File: src/rtl/hs_pkg.sv
// Shared defaults for the handshake block family: requester count, data width
// and the source-ID width calculation.
package hs_pkg;

  localparam int unsigned N_REQ_DEF = 4;
  localparam int unsigned DW_DEF    = 8;

  // Packet-lock state, only instantiated when HS_ARB_LOCK_EN is defined.
  typedef enum logic {
    LOCK_FREE,
    LOCK_HELD
  } lock_state_t;

  function automatic int unsigned id_width(input int unsigned n);
    return (n <= 1) ? 1 : $clog2(n);
  endfunction

endpackage

File: src/rtl/rr_arbiter.sv
// Combinational round-robin grant: first set request at or above ptr, with
// wrap-around. Output is one-hot, or zero when nothing is requested.
module rr_arbiter
  import hs_pkg::*;
#(
  parameter int unsigned N_REQ = N_REQ_DEF,
  parameter int unsigned IDW   = id_width(N_REQ)
) (
  input  logic [N_REQ-1:0] req,
  input  logic [IDW-1:0]   ptr,
  output logic [N_REQ-1:0] gnt
);

  int unsigned start;
  logic        found;

  // Outer loop walks the priority order; inner loop maps that slot to a bit.
  always_comb begin
    gnt   = '0;
    found = 1'b0;
    start = 32'(ptr);
    for (int unsigned k = 0; k < N_REQ; k++) begin
      for (int unsigned j = 0; j < N_REQ; j++) begin
        if (!found && req[j] && (j == (start + k) % N_REQ)) begin
          gnt[j] = 1'b1;
          found  = 1'b1;
        end
      end
    end
  end

endmodule

File: src/rtl/handshake_rr_arbiter.sv
// N-to-1 valid/ready round-robin arbiter with a registered output stage.
// Define HS_ARB_LOCK_EN to add last_pre_i and hold the grant for whole packets.
module handshake_rr_arbiter
  import hs_pkg::*;
#(
  parameter int unsigned N_REQ = N_REQ_DEF,
  parameter int unsigned DW    = DW_DEF,
  parameter int unsigned IDW   = id_width(N_REQ)
) (
  input  logic                clk,
  input  logic                rst_n,
  input  logic [N_REQ-1:0]    valid_pre_i,
  input  logic [N_REQ*DW-1:0] data_pre_i,
  output logic [N_REQ-1:0]    ready_pre_o,
  output logic                valid_post_o,
  output logic [DW-1:0]       data_post_o,
  output logic [IDW-1:0]      id_post_o,
  input  logic                ready_post_i
`ifdef HS_ARB_LOCK_EN
  ,
  input  logic [N_REQ-1:0]    last_pre_i
`endif
);

  logic             load;
  logic             xfer;
  logic             advance;
  logic [N_REQ-1:0] arb_req;
  logic [N_REQ-1:0] gnt;
  logic [IDW-1:0]   rr_ptr;
  logic [IDW-1:0]   gnt_idx;
  logic [DW-1:0]    gnt_data;

  rr_arbiter #(
    .N_REQ (N_REQ),
    .IDW   (IDW)
  ) u_rr_arbiter (
    .req (arb_req),
    .ptr (rr_ptr),
    .gnt (gnt)
  );

  assign load = !valid_post_o || ready_post_i;
  // rst_n gating keeps ready low during reset, when load alone would be high.
  assign ready_pre_o = (load && rst_n) ? gnt : '0;
  assign xfer = |ready_pre_o;

  always_comb begin
    gnt_idx  = '0;
    gnt_data = '0;
    for (int unsigned j = 0; j < N_REQ; j++) begin
      if (gnt[j]) begin
        gnt_idx  = gnt_idx | IDW'(j);
        gnt_data = gnt_data | data_pre_i[j*DW +: DW];
      end
    end
  end

`ifdef HS_ARB_LOCK_EN
  lock_state_t    lock_state;
  logic [IDW-1:0] lock_id;
  logic           xfer_last;

  // gnt is one-hot, so the AND picks out the granted requester's last flag.
  assign xfer_last = |(gnt & last_pre_i);
  assign advance   = xfer && xfer_last;

  always_comb begin
    arb_req = valid_pre_i;
    if (lock_state == LOCK_HELD) begin
      arb_req = valid_pre_i & (N_REQ'(1) << lock_id);
    end
  end

  always_ff @(posedge clk or negedge rst_n) begin
    if (!rst_n) begin
      lock_state <= LOCK_FREE;
      lock_id    <= '0;
    end else if (xfer) begin
      lock_state <= xfer_last ? LOCK_FREE : LOCK_HELD;
      lock_id    <= gnt_idx;
    end
  end
`else
  assign arb_req = valid_pre_i;
  assign advance = xfer;
`endif

  always_ff @(posedge clk or negedge rst_n) begin
    if (!rst_n) begin
      rr_ptr <= '0;
    end else if (advance) begin
      rr_ptr <= (gnt_idx == IDW'(N_REQ - 1)) ? '0 : gnt_idx + 1'b1;
    end
  end

  always_ff @(posedge clk or negedge rst_n) begin
    if (!rst_n) begin
      valid_post_o <= 1'b0;
      data_post_o  <= '0;
      id_post_o    <= '0;
    end else if (load) begin
      valid_post_o <= |gnt;
      if (|gnt) begin
        data_post_o <= gnt_data;
        id_post_o   <= gnt_idx;
      end
    end
  end

endmodule

File: config.mk
export PLATFORM = sky130hd
export DESIGN_NAME = handshake_rr_arbiter
export DESIGN_NICKNAME = d
export VERILOG_FILES = /design/src/rtl/hs_pkg.sv /design/src/rtl/rr_arbiter.sv /design/src/rtl/handshake_rr_arbiter.sv
export SDC_FILE = /design/constraint.sdc
export NUM_CORES = 1
export LEC_CHECK = 0
export ABC_AREA = 1
export CAP_MARGIN = 10
export CORE_ASPECT_RATIO = 0.5
export CORE_MARGIN = 4
export CORE_UTILIZATION = 46
export CTS_CLUSTER_DIAMETER = 100
export DETAILED_ROUTE_END_ITERATION = 12
export PLACE_DENSITY_LB_ADDON = 0.1
export SYNTH_ARGS = -nofsm -noshare
export SYNTH_HDL_FRONTEND = slang
export SYNTH_SLANG_ARGS = --single-unit
File: constraint.sdc
create_clock -name clk -period 6.1 [get_ports clk]
set_input_delay 1.22 -clock clk [delete_from_list [all_inputs] [get_ports clk]]
set_output_delay 1.22 -clock clk [all_outputs]
set_load 0.1 [all_outputs]
== Word level (Yosys, flattened, before mapping) ==
Index checks and enable logic that the tools add are counted.
Storage, ports and cells
  word-level logic and storage cells: 119
  flip-flop bits (word level): 13
  input port bits: 39
Cells by class
  bitwise gates (word level): 3
  reductions and logical operators: 56
  muxes and demuxes: 39
  equality and inequality tests: 13
  add/sub/neg operators: 4
Operators by type and width (number)
  $logic_not 32->1: 4
  $logic_and 1x1->1: 32
  $mux 8: 4
  $mux 1: 31
  $or 8x8->8: 3
  $eq 2x2->1 const A: 8
  $logic_not 1->1: 16
  $eq 1x2->1 const A: 4
  $reduce_or 4->1: 2
  $mux 2: 3
  $add 2x1->2 const B: 2
  $add 2x2->2 const B: 2
  $mux 4: 1
  $eq 2x2->1 const B: 1
  $reduce_and 2->1: 1
  $logic_or 1x1->1: 1

== Longest topological paths before layout ==
  word-level depth: 66
  gate-level depth with buffers: 18

== Cells and area by module ==
A second synthesis with hierarchy kept.
Second synthesis, totals
  cell total of the unflattened synthesis: 200
  area total of the unflattened synthesis: 1255.0 um^2
Modules (own cells, without submodules)
  handshake_rr_arbiter: sequential area each 325.3 um^2, instances 1, area an instance 960.9 um^2, cells an instance 149
  rr_arbiter: sequential area each 0.0 um^2, instances 1, area an instance 294.0 um^2, cells an instance 51

== Least setup slack after synthesis ==
OpenSTA, ideal clock, no wires.
  path type: in2out
  start: input port valid_pre_i[1]
  end: output port ready_pre_o[2]
  data arrival time: 3.666 ns
  stages: 12
  slack: 1.214 ns
  cells stage by stage: nand3_1 > nand3_2 > nor2_4 > nand4_2 > nor2_4 > nand4_4 > nor2_4 > nand4_1 > nand2_1 > buf_4 > inv_2 > nor2_1
On the way
  longest elaborated chain between the ends: 56
Ends and longest elaborated chain
  from (decl): line handshake_rr_arbiter.sv:12  | input logic [N_REQ-1:0] valid_pre_i,
  $logic_and 1x1->1 (2 in series): line rr_arbiter.sv:24  | if (!found && req[j] && (j == (start + k) % N_REQ)) begin
  $mux 1: line rr_arbiter.sv:24
  $logic_not 1->1: line rr_arbiter.sv:24
  $logic_and 1x1->1 (2 in series): line rr_arbiter.sv:24
  $mux 1: line rr_arbiter.sv:24
  $logic_not 1->1: line rr_arbiter.sv:24
  $logic_and 1x1->1 (2 in series): line rr_arbiter.sv:24
  $mux 1: line rr_arbiter.sv:24
  [... 35 more ...]
  $mux 1: line rr_arbiter.sv:24
  $logic_not 1->1: line rr_arbiter.sv:24
  $logic_and 1x1->1 (2 in series): line rr_arbiter.sv:24
  $mux 1: line rr_arbiter.sv:24
  $logic_not 1->1: line rr_arbiter.sv:24
  $logic_and 1x1->1 (2 in series): line rr_arbiter.sv:24
  $mux 1 (*): line rr_arbiter.sv:24
  $mux 4 (*): line handshake_rr_arbiter.sv:45  | assign ready_pre_o = (load && rst_n) ? gnt : '0;
  to (decl): line handshake_rr_arbiter.sv:14  | output logic [N_REQ-1:0] ready_pre_o,
Every way passes the cells marked *; elsewhere a longest branch is shown, timed or not.

== Final worst setup path ==
Same ends and word-level chain as after synthesis.

==> flow_summary.json <==
{
  "fin_tns_setup_ps": 0,
  "multi_input_area_um2": 787.0,
  "netlist_instances": 185,
  "cp.arrival_ps": 3670,
  "wl_per_cell_um": 12.10,
  "ys_ff_latch": 13,
  "clk_pin_slew_worst_paths_ps": 50,
  "drt_iter0_drc": 55,
  "final_cells": 274,
  "fmax_ghz": 0.2043,
  "post-route-util_pct": 70.30,
  "routed_wl_um": 3315,
  "period_minus_slack_ps": 4894,
  "fin_ws_ps": 1206,
  "detail_route.first_pass.iterations": 5,
  "reg2reg_depth": 15,
  "setup_viol": 0,
  "max_cap_violations": 0,
  "io_pins": 54,
  "tightestPinTransition_ps": 986.5,
  "synthToLayoutAreaGrowth_pct": 45.59,
  "cp_slowest_stage_delay_ps": 520,
  "cts.repair_timing.setup_buffer_count": 0,
  "synth_compound_area_share_pct": 4.108,
  "endpoint_kind": "primary output",
  "place_worst_setup_slack_ps": 1270,
  "r2r-end": "id_post_o[0]$_DFFE_PN0P_",
  "grt_pass1_wl_um": 5299,
  "crit_required_ps": 4880,
  "cts_buffers": 3,
  "dp_cells": 270,
  "syn_area_per_cell_um2": 6.750,
  "gp_congestion": 0.8116,
  "place_area_mm2": 0.001773,
  "cts_buffer_depth": 2,
  "fin_crit_sh_pct": 80.24,
  "drive_gt1_share_pct": 21.94,
  "synth_fa_ha_area_share_pct": 0,
  "ctsResizeCount": 0,
  "dp_hpwl_um": 2643,
  "diodes": 0,
  "rsz0062_at_grt": "false",
  "setup.worst_path.end": "ready_pre_o[2]",
  "htreeDepth": 1,
  "vias_per_cell": 4.887,
  "io_buffers": 53,
  "finalHoldViolations": 0,
  "p_leak_nw": 0.9068,
  "r2r_setup_slack_ps": 3570,
  "cellPowerDensity_mw_per_mm2": 657.2,
  "status": "finished clean",
  "critPathKind": "input port to primary output",
  "finalMaxSlewViolations": 0,
  "syn_nets": 224,
  "worstPathCellList": "clkdlybuf4s50_1, nand3_1, nand3_2, nor2_4, nand4_2, nor2_4, nand4_4, nor2_4, nand4_1, nand2_1, inv_2, nor2_1, buf_4",
  "synth_xor_area_share_pct": 0,
  "muxShareOfSynthArea_pct": 0,
  "worst_path_max_delay_cell": "clkdlybuf4s50_1",
  "fp.dieW_um": 81.68,
  "final-seq-area_um2": 325.3,
  "fillers": 220,
  "initial_utilization_pct": 48.28,
  "first_global_vias": 1273,
  "clock_sinks": 13,
  "dieArea_mm2": 0.003663,
  "grt_max_degree": 15,
  "cts_hold_buf": 0,
  "drc": 0,
  "hold_path.class": "flip-flop to flip-flop",
  "finalNetCount": 277,
  "rows": 13,
  "cp_max_fo": 11,
  "synth_cell_types": 24,
  "ys.warnings.count": 0,
  "timing.slew.headroom_pct": 34.03,
  "whs_ps": 484.7,
  "drtAntennaViolNets": 0,
  "cts_tree": "done",
  "overflow": 0,
  "core_mm2": 0.002586,
  "crit-reg2reg-launch": "rr_ptr[1]$_DFFE_PN0P_",
  "clk_latency_ps": 250,
  "crit_start": "valid_pre_i[1]",
  "dr_total_vias": 1339,
  "power.total_mw": 1.195,
  "yosysSeqAreaShare_pct": 26.05,
  "syn_area_mm2": 0.001249,
  "final_area_mm2": 0.001818,
  "grt_use_total_pct": 19.00,
  "cp-start-kind": "input port",
  "synthSimpleGateAreaFrac_pct": 58.92,
  "root_buffer": "clkbuf_8",
  "cpMostUsedCell": "nor2_4",
  "finalClockSkew_ps": 5.583,
  "ir_worst_vdd_v": 0.0003798,
  "synth_top_family_by_area": "simple AND/OR/NAND/NOR gates",
  "antenna_found_initial": 0,
  "dieHeight_um": 44.84
}
[Yosys cell counts]
cell type / count / area, µm²
nand2_1: 71 / 266.5
inv_1: 22 / 82.58
nand2_2: 18 / 112.6
dfrtp_1: 13 / 325.3
nor2_1: 10 / 37.54
nand3_2: 9 / 90.09
nand3_1: 8 / 40.04
nor2_4: 5 / 56.30
nand4_1: 4 / 25.02
inv_2: 3 / 11.26
nand2_4: 3 / 33.78
a21oi_1: 2 / 10.01
buf_4: 2 / 15.01
buf_6: 2 / 22.52
nand4_2: 2 / 25.02
nor2_2: 2 / 12.51
o21ai_0: 2 / 10.01
a21oi_4: 1 / 16.27
buf_2: 1 / 5.000
nand4_4: 1 / 21.27
nor3_1: 1 / 5.000
nor3_2: 1 / 10.01
o211ai_1: 1 / 7.510
o31ai_1: 1 / 7.510
[cells in the final DEF, fill, tap and decap left out, drive strengths merged, types with 3 or more instances in the layout]
cell type | Yosys | final
nand2 | 92 | 92
clkdlybuf4s50 | 0 | 49
inv | 25 | 25
nor2 | 17 | 17
nand3 | 17 | 17
dfrtp | 13 | 13
nand4 | 7 | 7
buf | 5 | 4
clkbuf | 0 | 4
a21oi | 3 | 3
[report_power, final]
group / total (mW) / switching (mW) / internal (mW)
clock: 0.0795 / 0.0333 / 0.0462
sequential: 0.172 / 0.0398 / 0.132
combinational: 0.943 / 0.683 / 0.261
[sequential cells by signal, summed over array words and instances (netlist names)]
register      cells
data_post_o       8
id_post_o         2
rr_ptr            2
valid_post_o      1
[critical path: cells and delay by family]
kind | cells | cell delay (ps)
AND/OR/NAND/NOR | 10 | 1520
buffers and inverters | 3 | 920
[worst min path at each step]
| stage | start | to | slack, ps | cells past startpoint |
|---|---|---|---|---|
| floorplan | rr_ptr[0]$_DFFE_PN0P_ | rr_ptr[0]$_DFFE_PN0P_ | 550 | 2 |
| global placement | id_post_o[1]$_DFFE_PN0P_ | id_post_o[1]$_DFFE_PN0P_ | 470 | 2 |
| detailed placement | id_post_o[1]$_DFFE_PN0P_ | id_post_o[1]$_DFFE_PN0P_ | 470 | 2 |
| CTS | id_post_o[1]$_DFFE_PN0P_ | id_post_o[1]$_DFFE_PN0P_ | 490 | 2 |
| global route | data_post_o[7]$_DFFE_PN0P_ | data_post_o[7]$_DFFE_PN0P_ | 520 | 2 |
| finish | id_post_o[1]$_DFFE_PN0P_ | id_post_o[1]$_DFFE_PN0P_ | 480 | 2 |
[final cells by class]
| type | count | area share [%] |
|---|---|---|
| Clock buffer | 4 | 2.478 |
| Timing Repair Buffer | 53 | 28.63 |
| Tap cell | 37 | 2.546 |
| Inverter | 25 | 5.162 |
| Sequential cell | 13 | 17.89 |
| Multi-Input combinational cell | 142 | 43.29 |
[routing by layer]
| layer | routed length, µm | GRT usage [%] |
|---|---|---|
| met5 | 0 | 0 |
| met4 | 16 | 3.642 |
| met3 | 228 | 6.773 |
| met2 | 1715 | 37.06 |
| met1 | 1354 | 20.17 |
[kinds of logic (layout without fill, tap and decap cells)]
logic type	after synthesis	count (layout)
compound gates	7	7
simple gates	135	135
buf+inv	30	82
flops	13	13
(Power assumes the default switching activity.)
